==> config.mk <==
export PLATFORM = sky130hd
export DESIGN_NAME = ntt_job_sched
export DESIGN_NICKNAME = d
export VERILOG_FILES = /design/src/rtl/ntt_job_sched_pkg.sv /design/src/rtl/ntt_rr_arb2.sv /design/src/rtl/ntt_job_sched.sv
export SDC_FILE = /design/constraint.sdc
export NUM_CORES = 1
export LEC_CHECK = 0
export BUFFER_PORTS_ARGS = -buffer_cell sky130_fd_sc_hd__buf_4
export CELL_PAD_IN_SITES_DETAIL_PLACEMENT = 1
export CELL_PAD_IN_SITES_GLOBAL_PLACEMENT = 1
export CORE_MARGIN = 4
export CORE_UTILIZATION = 34
export DETAILED_ROUTE_END_ITERATION = 8
export GPL_TIMING_DRIVEN = 0
export HOLD_SLACK_MARGIN = 0.1
export PLACE_DENSITY_LB_ADDON = 0.1
export SYNTH_ARGS = -nofsm -noshare
export SYNTH_HDL_FRONTEND = slang
export SYNTH_SLANG_ARGS = --single-unit
==> constraint.sdc <==
create_clock -name clk -period 1.6 [get_ports clk]
set_input_delay 0.24 -clock clk [delete_from_list [all_inputs] [get_ports clk]]
set_output_delay 0.24 -clock clk [all_outputs]
set_load 0.05 [all_outputs]
==> src/rtl/ntt_job_sched_pkg.sv <==
// Shared definitions for the NTT/INTT job scheduler: FSM state encoding,
// datapath mode values and the selected-CU done helper.
package ntt_job_sched_pkg;

  // One-hot scheduler states.
  typedef enum logic [4:0] {
    StIdle   = 5'b00001,
    StStart  = 5'b00010,
    StWaitLo = 5'b00100,
    StWaitHi = 5'b01000,
    StCmpl   = 5'b10000
  } sched_state_e;

  // Datapath mux select / job type encoding.
  localparam logic ModeNtt  = 1'b0;
  localparam logic ModeIntt = 1'b1;

  // Done level of the control unit that owns the current job.
  function automatic logic sel_done(input logic mode, input logic ntt_done,
                                    input logic intt_done);
    return (mode == ModeIntt) ? intt_done : ntt_done;
  endfunction

endpackage

==> src/rtl/ntt_rr_arb2.sv <==
// Two-way round-robin arbiter between the NTT and INTT requesters.
// rr_last remembers the side granted most recently; on a tie the other side wins.
module ntt_rr_arb2
  import ntt_job_sched_pkg::*;
(
  input  logic clk,
  input  logic rst_n,
  input  logic req_ntt_i,
  input  logic req_intt_i,
  input  logic upd_i,       // a grant was taken this cycle
  output logic gnt_ntt_o,
  output logic gnt_intt_o
);

  logic rr_last_q, rr_last_d;

  // Grant: single requester wins outright, a tie goes to the side not served last.
  always_comb begin
    gnt_ntt_o  = req_ntt_i & (~req_intt_i | (rr_last_q == ModeIntt));
    gnt_intt_o = req_intt_i & ~gnt_ntt_o;
    rr_last_d  = rr_last_q;
    if (upd_i) begin
      rr_last_d = gnt_intt_o ? ModeIntt : ModeNtt;
    end
  end

  // Last-served register; starts at INTT so NTT wins the first tie.
  always_ff @(posedge clk or negedge rst_n) begin
    if (!rst_n) begin
      rr_last_q <= ModeIntt;
    end else begin
      rr_last_q <= rr_last_d;
    end
  end

endmodule

==> src/rtl/ntt_job_sched.sv <==
// Job scheduler in front of the shared ntt_cu/intt_cu pair. Accepts one job at a
// time from the NTT and INTT requesters, launches it, waits for the CU done level
// to fall and rise again, then returns a tagged completion.
// Optional watchdog: define NTT_SCHED_WDOG_EN to abort hung jobs with cmp_err=1.
module ntt_job_sched
  import ntt_job_sched_pkg::*;
#(
  parameter int unsigned ID_W     = 4,
  parameter int unsigned BANK_W   = 2,
  parameter int unsigned WDOG_CYC = 8192
) (
  input  logic              clk,
  input  logic              rst_n,
  input  logic              ntt_req_valid,
  output logic              ntt_req_ready,
  input  logic [ID_W-1:0]   ntt_req_id,
  input  logic [BANK_W-1:0] ntt_req_bank,
  input  logic              intt_req_valid,
  output logic              intt_req_ready,
  input  logic [ID_W-1:0]   intt_req_id,
  input  logic [BANK_W-1:0] intt_req_bank,
  output logic              cu_ntt_start,
  output logic              cu_intt_start,
  output logic              cu_mode,
  output logic [BANK_W-1:0] cu_bank,
  input  logic              cu_ntt_done,
  input  logic              cu_intt_done,
  output logic              cmp_valid,
  input  logic              cmp_ready,
  output logic [ID_W-1:0]   cmp_id,
  output logic              cmp_is_intt,
  output logic              cmp_err,
  output logic              sched_busy
);

  sched_state_e state_q, state_d;

  logic              mode_q, mode_d;
  logic [ID_W-1:0]   id_q, id_d;
  logic [BANK_W-1:0] bank_q, bank_d;

  logic gnt_ntt, gnt_intt;
  logic idle, hs, done_sel, wdog_hit;

  assign idle     = (state_q == StIdle);
  assign hs       = idle & (gnt_ntt | gnt_intt);
  assign done_sel = sel_done(mode_q, cu_ntt_done, cu_intt_done);

  ntt_rr_arb2 u_arb (
    .clk        (clk),
    .rst_n      (rst_n),
    .req_ntt_i  (ntt_req_valid),
    .req_intt_i (intt_req_valid),
    .upd_i      (hs),
    .gnt_ntt_o  (gnt_ntt),
    .gnt_intt_o (gnt_intt)
  );

`ifdef NTT_SCHED_WDOG_EN
  localparam int unsigned CntW = $clog2(WDOG_CYC);

  logic [CntW-1:0] cnt_q, cnt_d;
  logic            err_q, err_d;
  logic            in_wait;

  assign in_wait  = (state_q == StWaitLo) | (state_q == StWaitHi);
  assign wdog_hit = in_wait & (cnt_q == CntW'(WDOG_CYC - 1));

  // Watchdog counter: cleared at launch, runs while waiting on the CU.
  always_comb begin
    cnt_d = cnt_q;
    err_d = err_q;
    if (state_q == StStart) begin
      cnt_d = '0;
      err_d = 1'b0;
    end else if (wdog_hit) begin
      err_d = 1'b1;
    end else if (in_wait) begin
      cnt_d = cnt_q + 1'b1;
    end
  end

  // Watchdog state registers.
  always_ff @(posedge clk or negedge rst_n) begin
    if (!rst_n) begin
      cnt_q <= '0;
      err_q <= 1'b0;
    end else begin
      cnt_q <= cnt_d;
      err_q <= err_d;
    end
  end

  assign cmp_err = (state_q == StCmpl) & err_q;
`else
  assign wdog_hit = 1'b0;
  assign cmp_err  = 1'b0;
`endif

  // Next-state and job latch logic.
  always_comb begin
    state_d = state_q;
    mode_d  = mode_q;
    id_d    = id_q;
    bank_d  = bank_q;
    unique case (state_q)
      StIdle: begin
        if (hs) begin
          state_d = StStart;
          mode_d  = gnt_intt ? ModeIntt : ModeNtt;
          id_d    = gnt_intt ? intt_req_id : ntt_req_id;
          bank_d  = gnt_intt ? intt_req_bank : ntt_req_bank;
        end
      end
      StStart: state_d = StWaitLo;
      StWaitLo: begin
        // Done is high while the CU is idle; its fall proves the CU took the job.
        if (wdog_hit) begin
          state_d = StCmpl;
        end else if (!done_sel) begin
          state_d = StWaitHi;
        end
      end
      StWaitHi: begin
        if (wdog_hit || done_sel) begin
          state_d = StCmpl;
        end
      end
      StCmpl: begin
        if (cmp_ready) begin
          state_d = StIdle;
        end
      end
      default: state_d = StIdle;
    endcase
  end

  // State and job registers.
  always_ff @(posedge clk or negedge rst_n) begin
    if (!rst_n) begin
      state_q <= StIdle;
      mode_q  <= ModeNtt;
      id_q    <= '0;
      bank_q  <= '0;
    end else begin
      state_q <= state_d;
      mode_q  <= mode_d;
      id_q    <= id_d;
      bank_q  <= bank_d;
    end
  end

  // Outputs decoded from registered state only, except the IDLE ready grant.
  always_comb begin
    ntt_req_ready  = idle & gnt_ntt;
    intt_req_ready = idle & gnt_intt;
    cu_ntt_start   = (state_q == StStart) & (mode_q == ModeNtt);
    cu_intt_start  = (state_q == StStart) & (mode_q == ModeIntt);
    cu_mode        = mode_q;
    cu_bank        = bank_q;
    cmp_valid      = (state_q == StCmpl);
    cmp_id         = id_q;
    cmp_is_intt    = mode_q;
    sched_busy     = ~idle;
  end

endmodule

== Word level (Yosys, flattened, before mapping) ==
Index checks and enable logic that the tools add are counted.
W data, S select, Z words.

* Register bits: 13
* Output and inout bits: 15
* Word-level logic and storage cells: 38
* Input bits: 19

* Reductions and logical operators: 2
* Muxes and demuxes: 9
* Bitwise operators: 13
* Eq/ne operators: 9

{| class="wikitable"
|+ Operator list
! kind !! number
|-
| $pmux W5 S5 || 1
|-
| $mux W5 || 4
|-
| $and A1 B1 Y1 || 7
|-
| $eq A5 B1 Y1 const B || 1
|-
| $eq A5 B2 Y1 const B || 1
|-
| $eq A5 B3 Y1 const B || 1
|-
| $eq A5 B4 Y1 const B || 1
|-
| $eq A5 B5 Y1 const B || 1
|-
| $mux W4 || 1
|-
| $ne A2 B1 Y1 const B || 2
|-
| $ne A2 B2 Y1 const B || 2
|-
| $not A1 Y1 || 4
|-
| $reduce_and A4 Y1 || 1
|-
| $mux W1 || 2
|-
| $mux W2 || 1
|-
| $or A1 B1 Y1 || 2
|-
| $reduce_and A2 Y1 || 1
|}

== Logic depth before layout (Yosys ltp) ==
Gate-level depths: netlist of the first run.

* Depth after elaboration: 9
* Depth in mapped cells: 6
* Mapped depth without buffers: 4

== Hierarchy ==
A second synthesis of the first run with hierarchy kept.

* Cells, all modules: 97
* Area, all modules: 873.3 sq um

{| class="wikitable"
|+ By module, submodules not included
! module !! cells an instance !! instances !! seq. area each (sq um) !! area an instance (sq um)
|-
| ntt_job_sched || 92 || 1 || 301.5 || 809.5
|-
| ntt_rr_arb2 || 5 || 1 || 26.3 || 63.8
|}

== Least setup slack after synthesis of the first run ==
No wires, ideal clock.

* Kind: reg2out
* From: reg mode_q, in the netlist cmp_is_intt
* To: out cu_intt_start
* Data required time: 1.360 ns
* Cell stages (with the launch flop): 2
* Data arrival time: 2.361 ns
* Path buffers: 0
* Setup slack: -1.001 ns
* Cell sequence: dfrtp_1 -> nor4b_1

* Word-level cells in the longest chain between the ends: 1

{| class="wikitable"
|+ Ends and longest elaborated chain
! what !! line !! source
|-
| from (decl) || ntt_job_sched.sv:38 || <nowiki>logic mode_q, mode_d;</nowiki>
|-
| from (signal assigned) || ntt_job_sched.sv:142 || <nowiki>mode_q <= ModeNtt;</nowiki>
|-
| from (signal assigned) || ntt_job_sched.sv:147 || <nowiki>mode_q <= mode_d;</nowiki>
|-
| $and A1 B1 Y1 || ntt_job_sched.sv:158 || <nowiki>cu_intt_start = (state_q == StStart) & (mode_q == ModeIntt);</nowiki>
|-
| to (decl) || ntt_job_sched.sv:23 || <nowiki>output logic cu_intt_start,</nowiki>
|}

No other way between the ends.

== Final worst setup path of the first run ==
* From: reg state_q[1]
* To: out intt_req_ready

* Word-level cells in the longest chain between the ends: 2

{| class="wikitable"
|+ Ends and longest elaborated chain
! what !! line !! source
|-
| from (decl) || ntt_job_sched.sv:36 || <nowiki>sched_state_e state_q, state_d;</nowiki>
|-
| from (signal assigned) || ntt_job_sched.sv:141 || <nowiki>state_q <= StIdle;</nowiki>
|-
| from (signal assigned) || ntt_job_sched.sv:146 || <nowiki>state_q <= state_d;</nowiki>
|-
| $eq A5 B1 Y1 || ntt_job_sched.sv:45 || <nowiki>assign idle = (state_q == StIdle);</nowiki>
|-
| $and A1 B1 Y1 || ntt_job_sched.sv:156 || <nowiki>intt_req_ready = idle & gnt_intt;</nowiki>
|-
| to (decl) || ntt_job_sched.sv:19 || <nowiki>output logic intt_req_ready,</nowiki>
|}

No other way between the ends.

==> impl_metrics.json, run 1 <==
{
  "status": "finished with violations",
  "violations": "negative setup slack",
  "slew_violations": 0,
  "syn_nets": 92,
  "grt_pass1_vias": 810,
  "netlist_area_sq_um": 783.3,
  "row_count": 17,
  "io_pins": 34,
  "vias": 746,
  "tns_ps": -148.5,
  "io_buffers": 32,
  "combPwrFrac": 0.697,
  "finalSetupViolCount": 5,
  "grt_pass1_wl_mm": 4.209,
  "grt-ovfl-total": 0,
  "netlist_instances": 73,
  "yosys.area.top_type": "dfrtp_1",
  "synth_area_leaders": "dfrtp_1 (35%), mux2i_1 (7.7%), dfstp_2 (6.7%)",
  "fillers": 253,
  "top_layer": "met4",
  "antenna_found_initial": 0,
  "grt_start_max_net_pins": 14,
  "drc": 0,
  "area_growth_pct": 63.58,
  "cts_tree": "yes",
  "worstPathArrival_ps": 1410,
  "wl_met1_microns": 959,
  "synth_top_area_frac": 0.3514,
  "grtUsageTotal": 0.1763,
  "die_area_sq_um": 3135,
  "dpl_cell_area_sq_um": 1096,
  "root_buffer": "clkbuf_4",
  "cp_data_required_time_ps": 1360,
  "yosysUniqueCellTypes": 34,
  "skew_ps": 5.944,
  "ir_worst_vdd_uv": 1245,
  "rsz0062_at_grt": "true",
  "layout_setup_ws_ps": -47.68,
  "wl_per_cell_microns": 16.66,
  "initial_core_util": 0.3541,
  "switching_share": 0.4990,
  "worstHoldPathType": "in -> reg",
  "synth-edff-count": 0,
  "ys.flop_type": "dfrtp_1",
  "diodes": 0,
  "drive_gt1_frac": 0.6167,
  "clkPwrFrac": 0.077,
  "end_kind": "output port",
  "die_w_microns": 56.00,
  "clkLatencyLatePin_ps": 280,
  "crit_type": "reg -> out",
  "maxCapViolations": 0,
  "wl_mm": 2.466,
  "detail-route-antenna-nets": 0,
  "gp_congestion": 0.7050,
  "synth_seq_cells": 13,
  "wl_met3_microns": 94,
  "min_period_over_period": 1.030,
  "ys_async_sr_fraction": 1.000,
  "internal_power_uw": 1405,
  "cts.sink_count": 13,
  "post-route-cell-area_sq_um": 1281,
  "power_uw": 2804,
  "avgSynthCellArea_sq_um": 10.73,
  "ctsHtreeMaxLevel": 1,
  "power.leakage_uw": 0.0005986,
  "max-clock-path-buffers": 2,
  "power_density_nw_per_um2": 2188,
  "fin_crit_ps": 1648,
  "fmax_ghz": 0.6069,
  "hold_violations": 0,
  "via_per_inst": 5.041,
  "yosys_warnings": 0,
  "pwr-share-seq": 0.227,
  "hold_ws_ps": 223.8,
  "first_pass_iters": 3,
  "final_util": 0.5792,
  "die_h_microns": 56.00,
  "cp_max_fo": 4,
  "synth_seq_area_share": 0.4185,
  "cts-buffers-inserted": 3,
  "wl_met2_mm": 1.361,
  "yosys-top-cells-count": "dfrtp_1 (11), nand2_1 (9), mux2i_1 (6), o21ai_1 (6)",
  "p_sw_uw": 1399,
  "cp-start-kind": "flop",
  "yosysMostFrequentCell": "dfrtp_1",
  "drtIter0Drc": 9,
  "nNetsFinal": 140,
  "dp_hpwl_mm": 1.511,
  "core_sq_um": 2212,
  "clk_pin_slew_ps": 90
}
-- cell usage in the layout (no fill, tap or decap), types with 2 or more instances in the layout --
| cell type | instances |
|---|---|
| dfrtp_2 | 3 |
| and3_4 | 2 |
| buf_4 | 39 |
| clkbuf_4 | 3 |
| o21ai_1 | 6 |
| mux2i_1 | 6 |
| nand2_4 | 2 |
| nor4_4 | 2 |
| inv_1 | 2 |
| o211ai_1 | 2 |
| dfrtp_1 | 8 |
| nor2_4 | 3 |
| a21oi_1 | 2 |
| buf_6 | 6 |
| buf_8 | 3 |
| dfstp_2 | 2 |
| nand2_1 | 8 |
-- routing by layer --
metal	GRT usage	vias to the layer above
met4	0.08136	0
met1	0.2040	371
met2	0.3172	20
met3	0.02320	4
met5	0	-
li1	-	351
-- registers in the layout (all words and copies together), names as in the netlist --
signal,cells
cu_bank,2
cmp_id,4
state_q,5
u_arb.rr_last_q,1
cmp_is_intt,1
-- power groups by stage --
stage               clock, uW  sequential [uW]  combinational, uW
detailed placement          0              617               1610
floorplan                   0              896                915
global placement            0              608               1580
CTS                       215              609               1950
finish                    215              636               1950
global route              232              659               2070
-- metrics by stage --
step,cells,setup WS (ps)
finish,148,-47.68
global route,148,-106.0
CTS,150,-76.94
detailed placement,133,-30.94
global placement,133,-26.31
floorplan,73,-65.95
-- path summary, 6_finish.rpt --
path	from	to	slack, ps	depth (start not counted)
worst max-delay path	state_q[1]	intt_req_ready	-50	4
worst min-delay path	ntt_req_id[3]	cmp_id[3]	220	3
worst max register to register	state_q[0]	cu_bank[0]	60	7
worst min register to register	cmp_id[3]	cmp_id[3]	490	2
max in group asynchronous	rst_n	state_q[0]	1010	2
min in group asynchronous	rst_n	cmp_is_intt	350	2
-- worst max-delay path, stage by stage, from the launching register on --
cell and delay, ps:
dfrtp_2 450, nor2_4 150, and3_4 230, and2_4 160, buf_8 140
-- kinds of logic after synthesis --
group	after synthesis	synth area share
AOI/OAI and AO/OA	16	0.1534
xor gates and xnor gates	1	0.01118
buffers and inverters	9	0.07826
DFF	13	0.4185
muxes	8	0.1102
other	1	0.004788
and+or+nand+nor	25	0.2237
-- timing repair --
item,CTS,global route
cloned,0,0
hold buffers,1,0
pin swaps,5,2
endpoints found under the setup margin,6,8
hold endpoints to repair,13,0
setup buffers,13,0
resized for setup,19,4
-- cell type report --
type | instances | area (sq um) | share of cell area
timing repair buffer | 46 | 389.1 | 0.3037
tap | 28 | 35.03 | 0.02734
inverter | 3 | 11.26 | 0.008789
sequential | 13 | 331.6 | 0.2588
multi-input combinational | 51 | 461.7 | 0.3604
buffer | 3 | 26.28 | 0.02051
clock buffer | 4 | 26.28 | 0.02051
Power figures use the tool's default switching activity.
==> inputs of run 2 (changes only) <==
- SETUP_SLACK_MARGIN: default -> 0.02
==> run 2 against run 1 <==
The run still ends with negative setup slack left. Core utilization grew 1.2 points. Via count increased by 1.3%. Cell area is 2.1% higher. Routed wire length did not move. Clock power is essentially flat. Sequential share of layout area decreased by 0.64 points. Largest power group unchanged.
==> impl_metrics.json, run 2 (synthesis gave the netlist of run 1 again) <==
{
  "slew_violations": 0,
  "largest_reg_flops": 5,
  "clk_pin_slew_ps": 80,
  "dp_cells": 133,
  "die_h_microns": 56.00,
  "grt_pass1_vias": 810,
  "pwr-share-seq": 0.217,
  "via_per_inst": 5.007,
  "r2r-start": "state_q[0]",
  "io_buffers": 32,
  "worstPathArrival_ps": 1440,
  "fin_crit_ps": 1675,
  "status": "finished with violations",
  "antenna_found_initial": 0,
  "cts-buffers-inserted": 3,
  "cp_data_required_time_ps": 1360,
  "cp-start-kind": "flop",
  "nNetsFinal": 143,
  "power_uw": 2828,
  "ir_worst_vdd_uv": 1245,
  "violations": "negative setup slack",
  "rsz0062_at_grt": "true",
  "detail-route-antenna-nets": 0,
  "root_buffer": "clkbuf_4",
  "layout_common_cells": "buf_4 (39), buf_6 (9), dfrtp_1 (9)",
  "power_density_nw_per_um2": 2161,
  "clkLatencyLatePin_ps": 280,
  "worstReg2RegEnd": "cu_bank[0]",
  "ctsHtreeMaxLevel": 1,
  "crit_path_top_delay_cell": "dfrtp_1",
  "die_area_sq_um": 3135,
  "row_count": 17,
  "p_sw_uw": 1397,
  "skew_ps": 5.923,
  "drive_gt1_frac": 0.6179,
  "diodes": 0,
  "clkPwrFrac": 0.076,
  "layout_commonest_cell": "buf_4",
  "max-clock-path-buffers": 2,
  "fin_cells": 151,
  "hold_end": "cmp_id[3]",
  "r2r_cells": 7,
  "die_w_microns": 56.00,
  "cp_max_fo": 4,
  "fillers": 251,
  "vias": 756,
  "combPwrFrac": 0.707,
  "reg2reg_slack_ps": 70,
  "hold_violations": 0,
  "grt_pass1_wl_mm": 4.209,
  "drtIter0Drc": 3,
  "switching_share": 0.4942,
  "dp_hpwl_mm": 1.511,
  "fmax_ghz": 0.5970,
  "wl_mm": 2.466,
  "core_sq_um": 2212,
  "worstHoldStart": "ntt_req_id[3]",
  "initial_core_util": 0.3541,
  "first_pass_iters": 3,
  "end_kind": "output port",
  "hold_depth": 3,
  "grt-ovfl-total": 0,
  "regMostFlops": "state_q",
  "worstHoldPathType": "in -> reg",
  "min_period_over_period": 1.047,
  "wl_per_cell_microns": 16.33,
  "crit_type": "reg -> out",
  "layout_setup_ws_ps": -75.02,
  "cts.sink_count": 13,
  "area_growth_pct": 67.09,
  "cts_tree": "yes",
  "drc": 0,
  "maxCapViolations": 0,
  "power.leakage_uw": 0.0006178,
  "hold_ws_ps": 223.8,
  "grt_start_max_net_pins": 14,
  "grtUsageTotal": 0.1763,
  "internal_power_uw": 1430,
  "slowest_delay_ps": 380,
  "crit_chain": "buf_6, nor2_8, and3_4, and2_4, buf_8",
  "finalSetupViolCount": 6,
  "io_pins": 34,
  "gp_congestion": 0.7050
}
-- run 2: cell types whose count changed in the layout (fill, tap and decap cells not counted), sizes merged --
cell and delta:
buf +3
-- run 2: layout make-up --
cell class	instances	area, sq um	share of cell area
clock buffer	4	26.28	0.02008
sequential	13	330.3	0.2524
buffer	5	48.80	0.03728
inverter	3	11.26	0.008604
tap	28	35.03	0.02677
timing repair buffer	47	400.4	0.3059
multi-input combinational	51	456.7	0.3489
-- run 2: routing by layer --
layer,global-route usage,share of wire,wire length (microns),vias to the layer above
li1,-,-,-,357
met1,0.2040,0.39,960,375
met2,0.3172,0.55,1361,20
met3,0.02320,0.038,94,4
met4,0.08136,0.020,50,0
met5,0,0,0,-
-- run 2: worst max-delay path by stage --
stage / start / endpoint / depth (start not counted)
CTS: state_q[2] / intt_req_ready / 5
floorplan: cmp_is_intt / cu_intt_start / 1
global placement: state_q[0] / ntt_req_ready / 5
finish: state_q[3] / intt_req_ready / 5
global route: state_q[3] / intt_req_ready / 5
detailed placement: state_q[0] / ntt_req_ready / 5
-- run 2: power groups by stage --
| stage | Sequential [uW] | Clock (uW) | Combinational, uW |
|---|---|---|---|
| final | 615 | 215 | 2000 |
| after global routing | 636 | 232 | 2120 |
| after CTS | 609 | 215 | 1950 |
| after detailed placement | 617 | 0 | 1610 |
| after global placement | 608 | 0 | 1580 |
| after floorplan | 896 | 0 | 915 |
-- run 2: what timing repair did --
item / in CTS / in global routing
gates resized for setup: 19 / 3
pin swaps: 5 / 2
hold endpoints to repair: 13 / 0
hold buffers: 1 / 0
endpoints found under the setup margin: 6 / 11
buffers inserted: 13 / 1
-- run 2: metrics by stage --
step | instance area [sq um] | setup WS [ps] | setup TNS (ps) | utilization
floorplan | 820.8 | -65.95 | -65.95 | -
CTS | 1294 | -76.94 | -286.5 | 0.5848
detailed placement | 1096 | -30.94 | -30.94 | 0.4955
global route | 1309 | -141.9 | -674.2 | 0.5916
global placement | 1096 | -26.31 | -26.31 | 0.4955
finish | 1309 | -75.02 | -268.5 | 0.5916
-- run 2: worst max-delay path: cells and delay by family (launching register included) --
kind / cells / cell delay [ps]
and+or+nand+nor: 3 / 500
buffers and inverters: 2 / 270
DFF: 1 / 380
